<file path="src/rtl/baccarat_pkg.sv">
// Shared state encoding and scoring constants for the baccarat deal sequencer.
// The optional STATE_DBG_EN build exposes the state encoding defined here.
package baccarat_pkg;

    typedef enum logic [3:0] {
        S_P1   = 4'd0,
        S_D1   = 4'd1,
        S_P2   = 4'd2,
        S_D2   = 4'd3,
        S_CHK  = 4'd4,
        S_P3   = 4'd5,
        S_CHK3 = 4'd6,
        S_D3   = 4'd7,
        S_FIN  = 4'd8
    } state_t;

    localparam logic [3:0] NATURAL_MIN = 4'd8;
    localparam logic [3:0] FACE_MIN    = 4'd10;

    function automatic logic is_natural(input logic [3:0] p, input logic [3:0] d);
        return (p >= NATURAL_MIN) || (d >= NATURAL_MIN);
    endfunction

endpackage

</file>
<file path="src/rtl/banker_rule.sv">
// Banker third-card tableau: decides whether the dealer draws given its
// two-card score and the value of the player's third card.
module banker_rule (
    input  logic [3:0] dscore,
    input  logic [3:0] v,
    output logic       draw
);

    always_comb begin
        draw = 1'b0;
        case (dscore)
            4'd0, 4'd1, 4'd2: draw = 1'b1;
            4'd3:             draw = (v != 4'd8);
            4'd4:             draw = (v >= 4'd2) && (v <= 4'd7);
            4'd5:             draw = (v >= 4'd4) && (v <= 4'd7);
            4'd6:             draw = (v >= 4'd6) && (v <= 4'd7);
            default:          draw = 1'b0;
        endcase
    end

endmodule

</file>
<file path="src/rtl/deal_sequencer.sv">
// Moore controller that deals a baccarat hand and lights the winner.
// Define STATE_DBG_EN to add the state_dbg output carrying the state encoding.
module deal_sequencer
    import baccarat_pkg::*;
(
    input  logic       slow_clock,
    input  logic       resetb,
    input  logic [3:0] pscore,
    input  logic [3:0] dscore,
    input  logic [3:0] pcard3,
    output logic       load_pcard1,
    output logic       load_pcard2,
    output logic       load_pcard3,
    output logic       load_dcard1,
    output logic       load_dcard2,
    output logic       load_dcard3,
    output logic       player_win_light,
    output logic       dealer_win_light,
`ifdef STATE_DBG_EN
    output logic [3:0] state_dbg,
`endif
    output logic       hand_done
);

    state_t     state;
    state_t     state_nxt;
    logic [3:0] v;
    logic       draw;

    // Face cards and tens count as zero toward the banker rule.
    assign v = (pcard3 >= FACE_MIN) ? 4'd0 : pcard3;

    banker_rule u_banker_rule (
        .dscore (dscore),
        .v      (v),
        .draw   (draw)
    );

    always_ff @(posedge slow_clock or negedge resetb) begin
        if (!resetb) begin
            state <= S_P1;
        end else begin
            state <= state_nxt;
        end
    end

    always_comb begin
        state_nxt = state;
        case (state)
            S_P1:   state_nxt = S_D1;
            S_D1:   state_nxt = S_P2;
            S_P2:   state_nxt = S_D2;
            S_D2:   state_nxt = S_CHK;
            S_CHK: begin
                if (is_natural(pscore, dscore)) begin
                    state_nxt = S_FIN;
                end else if (pscore <= 4'd5) begin
                    state_nxt = S_P3;
                end else if (dscore <= 4'd5) begin
                    state_nxt = S_D3;
                end else begin
                    state_nxt = S_FIN;
                end
            end
            // Decide only after the player's third card has settled into the scores.
            S_P3:   state_nxt = S_CHK3;
            S_CHK3: state_nxt = draw ? S_D3 : S_FIN;
            S_D3:   state_nxt = S_FIN;
            S_FIN:  state_nxt = S_FIN;
            default: state_nxt = S_P1;
        endcase
    end

    always_comb begin
        load_pcard1      = (state == S_P1);
        load_dcard1      = (state == S_D1);
        load_pcard2      = (state == S_P2);
        load_dcard2      = (state == S_D2);
        load_pcard3      = (state == S_P3);
        load_dcard3      = (state == S_D3);
        hand_done        = (state == S_FIN);
        // A tie lights both indicators.
        player_win_light = (state == S_FIN) && (pscore >= dscore);
        dealer_win_light = (state == S_FIN) && (dscore >= pscore);
    end

`ifdef STATE_DBG_EN
    assign state_dbg = state;
`endif

endmodule
</file>
<file path="config.mk">
export PLATFORM = sky130hd
export DESIGN_NAME = deal_sequencer
export DESIGN_NICKNAME = d
export VERILOG_FILES = /design/src/rtl/baccarat_pkg.sv /design/src/rtl/banker_rule.sv /design/src/rtl/deal_sequencer.sv
export SDC_FILE = /design/constraint.sdc
export NUM_CORES = 1
export LEC_CHECK = 0
export CAP_MARGIN = 20
export CORE_MARGIN = 3
export CORE_UTILIZATION = 35
export CTS_CLUSTER_DIAMETER = 200
export DETAILED_ROUTE_END_ITERATION = 10
export MAX_ROUTING_LAYER = met4
export PLACE_DENSITY_LB_ADDON = 0.15
export SYNTH_ARGS = -nofsm -noshare
export SYNTH_HDL_FRONTEND = slang
export SYNTH_SLANG_ARGS = --single-unit
</file>
<file path="constraint.sdc">
create_clock -name slow_clock -period 2.9 [get_ports slow_clock]
set_input_delay 0.87 -clock slow_clock [delete_from_list [all_inputs] [get_ports slow_clock]]
set_output_delay 0.87 -clock slow_clock [all_outputs]
set_load 0.03 [all_outputs]
</file>
==> flow_summary_export.csv <==
group,metric,value,unit
global_route,grt_pass1_wl,2.41,mm
floorplan,core_area,0.00137,mm^2
power,irDropWorstVdd,0.000377,V
floorplan,die_area,0.00202,mm^2
placed_design,dp_hpwl,1.15,mm
drt,drt_iter0_drc,12,
sta,post-route-period-util,0.978,
drt,viasPerCell,5.40,
global_route,overflow,0,
power,switchingPower,0.255,mW
sta,worst_pin_slew,0.412,ns
critical_path,crit_type,"primary input to output pin",
cells_and_area,antennaDiodeCount,0,
critical_path,crit_arrival,1.97,ns
floorplan,die_y,44.9,um
placed_design,io_buffers,22,
sta,period_minus_slack,2.84,ns
drt,vias,562,
critical_path,cp.required,2.03,ns
sta,fmax,0.352,GHz
clock_tree,clockRootBuffer,"clkbuf_4",
power,pwr-share-clk,0.125,
floorplan,start_util,0.388,
synthesis,synth-adder-area-share,0.0943,
drt,wl,1.41,mm
floorplan,rows,13,
power,p_int,0.292,mW
cells_and_area,largest_reg_flops,4,
synthesis,muxShareOfSynthArea,0,
cells_and_area,fin_nets,109,
clock_tree,clock_sinks,4,
clock_tree,cts.clk_slew.worst_paths,0.04,ns
global_route,antenna_found_initial,0,
synthesis,synth_area_per_cell,8.70,um^2
clock_tree,numCtsBuffers,3,
placed_design,routabilityCongestion,0.722,
drt,wl_per_cell,13.5,um
clock_tree,htreeDepth,1,
sta,rsz0062_at_grt,"true",
flow_run,maxCapViolCount,0,
floorplan,fp.dieW,44.9,um
global_route,grt_pass1_vias,583,
clock_tree,holdBufCountCts,0,
sta,slew_headroom,0.718,
sta,fin_skew,0.00224,ns
sta,holdWs,0.588,ns
drt,drc,0,
clock_tree,cts_tree,"built",
clock_tree,clk_latency,0.23,ns
drt,ant_nets,0,
synthesis,synth_cell_type_count,29,
power,p_per_area,636,mW/mm^2
synthesis,syn-num-nets,79,
outcome,status,"complete, no violations",
global_route,grt.total_usage,0.160,
synthesis,synthCells,61,
global_route,grt_max_degree,12,
synthesis,seq_area_frac_synth,0.189,
critical_path,slowest_stage,"dlygate4sd2_1",
cells_and_area,drive_gt1_frac,0.337,
power,swShare,0.466,
floorplan,pin_count,23,
clock_tree,postCtsSetupBuffers,0,
cells_and_area,largest_register,"state",
synthesis,synth_compound_area_frac,0.292,
critical_path,slowest_delay,0.28,ns
min_path,hp-class,"flip-flop to flip-flop",
clock_tree,clock_path_buffers,2,
synthesis,syn_area,531,um^2
synthesis,yosysWarnings,0,
sta,setup_viol,0,
synthesis,synth_xor_area_frac,0,
power,total_power,0.546,mW
synthesis,synth_top_family_by_area,"simple AND/OR/NAND/NOR gates",
synthesis,synth-simple-area-share,0.356,
cells_and_area,final_util,0.628,
power,p_seq_frac,0.245,
critical_path,crit_path_cell_trace,"dlygate4sd2_1, ha_4, nand4_1, nor2b_1, a21boi_1, buf_4",
synthesis,ys_seq_elements,4,
cells_and_area,reg_top3,"state: 4 flops",
critical_path,cp_max_fo,2,
sta,hold_viol,0,
critical_path,startpoint_type,"primary input",
sta,slew_viol_final,0,
cells_and_area,syn_to_final_growth,61.8,%
power,power_frac_comb,0.629,
critical_path,endpoint_kind,"output pin",
drt,drt_first_pass_iters,4,
power,leakage,0.352,nW
## cells in the final DEF, fill, tap and decap left out, types with 2 or more instances in the layout
cell / count
clkdlybuf4s50_1: 11
buf_4: 8
nor2b_1: 5
dlygate4sd2_1: 5
o21a_1: 4
dfrtp_1: 4
inv_2: 3
nor2_1: 3
nand2_1: 3
nor3_1: 3
o31ai_1: 3
ha_4: 3
clkbuf_4: 3
nand2b_1: 2
or3b_4: 2
a2111oi_4: 2
nand4_1: 2
a21oi_1: 2
buf_2: 2
## layer usage
layer	routed length, um	GRT usage	share of wire	up-vias
met4	0	0.0175	0	0
met3	77	0.0239	0.055	0
met2	664	0.263	0.47	17
met1	663	0.212	0.47	259
li1	-	-	-	286
met5	0	-	0	-
## stage by stage
stage | TNS, ns | setup slack, ns | cell area [um^2] | instances
after global routing | -0.0101 | -0.00795 | 858 | 104
after CTS | 0 | 0.0142 | 855 | 104
after detailed placement | -0.852 | -0.451 | 801 | 101
after floorplan | 0 | 0.0878 | 536 | 61
after global placement | -0.720 | -0.372 | 801 | 101
final | 0 | 0.0626 | 858 | 104
## area by class of cell
type | instances | area (um^2)
fillers | 139 | 508
clock buffers | 3 | 22.5
multi-input cells | 49 | 444
repair buffers | 29 | 258
flip-flops and latches | 4 | 100
well taps | 15 | 18.8
inverters | 4 | 15.0
## cells in the mapped netlist
library cell  count  share of area
nand3_1           1         0.0094
or3b_4            2          0.042
a2111oi_0         1          0.017
buf_4             1          0.014
ha_1              4          0.094
and4bb_2          1          0.024
or4b_1            1          0.019
nor4_1            1          0.012
nor3_1            4          0.038
o31ai_1           3          0.042
o21bai_2          1          0.021
nand2b_1          2          0.024
nand4_1           2          0.024
nor4b_1           1          0.017
a2111oi_4         2           0.10
or3_1             1          0.012
nand3b_2          1          0.021
nor3b_1           1          0.014
a21boi_0          1          0.014
a21oi_1           2          0.019
o21a_1            4          0.057
nand2_1           3          0.021
clkbuf_1          1         0.0071
o21ai_0           2          0.019
inv_1             4          0.028
dfrtp_1           4           0.19
nor2b_1           5          0.059
buf_2             2          0.019
nor2_1            3          0.021
## what timing repair did
item | CTS | global route
gates cloned | 0 | 0
resized for setup | 23 | 3
pin swaps | 8 | 5
setup endpoints to repair | 2 | 3
## logic make-up (layout without fill, tap and decap cells)
family / after synthesis / after routing
AND/OR/NAND/NOR: 29 / 29
buffers and inverters: 8 / 36
flip-flops: 4 / 4
adder cells (fa/ha/maj): 4 / 4
AO/OA/AOI/OAI: 16 / 16
## critical path: cells and delay by family
kind	cells	cell delay [ns]
buffers and inverters	2	0.45
and+or+nand+nor	2	0.24
AOI/OAI and AO/OA	1	0.13
adders and majority gates	1	0.28
## power groups by stage
stage	logic, mW	registers [mW]	clock network, mW
floorplan	0.256	0.0956	0
global placement	0.335	0.133	0
detailed placement	0.341	0.134	0
CTS	0.347	0.135	0.0693
global route	0.372	0.144	0.0741
finish	0.344	0.134	0.0684
## final timing paths
| path | startpoint | endpoint | slack (ns) | depth (start not counted) |
|---|---|---|---|---|
| setup / recovery | dscore[2] | dealer_win_light | 0.06 | 6 |
| hold / removal | state[0] | state[0] | 0.59 | 1 |
| setup reg to reg | state[2] | state[1] | 1.49 | 4 |
| hold reg to reg | state[0] | state[0] | 0.59 | 1 |
| max in group asynchronous | resetb | state[2] | 1.90 | 1 |
| min in group asynchronous | resetb | state[1] | 0.84 | 1 |
Power figures use the tool's default switching activity.
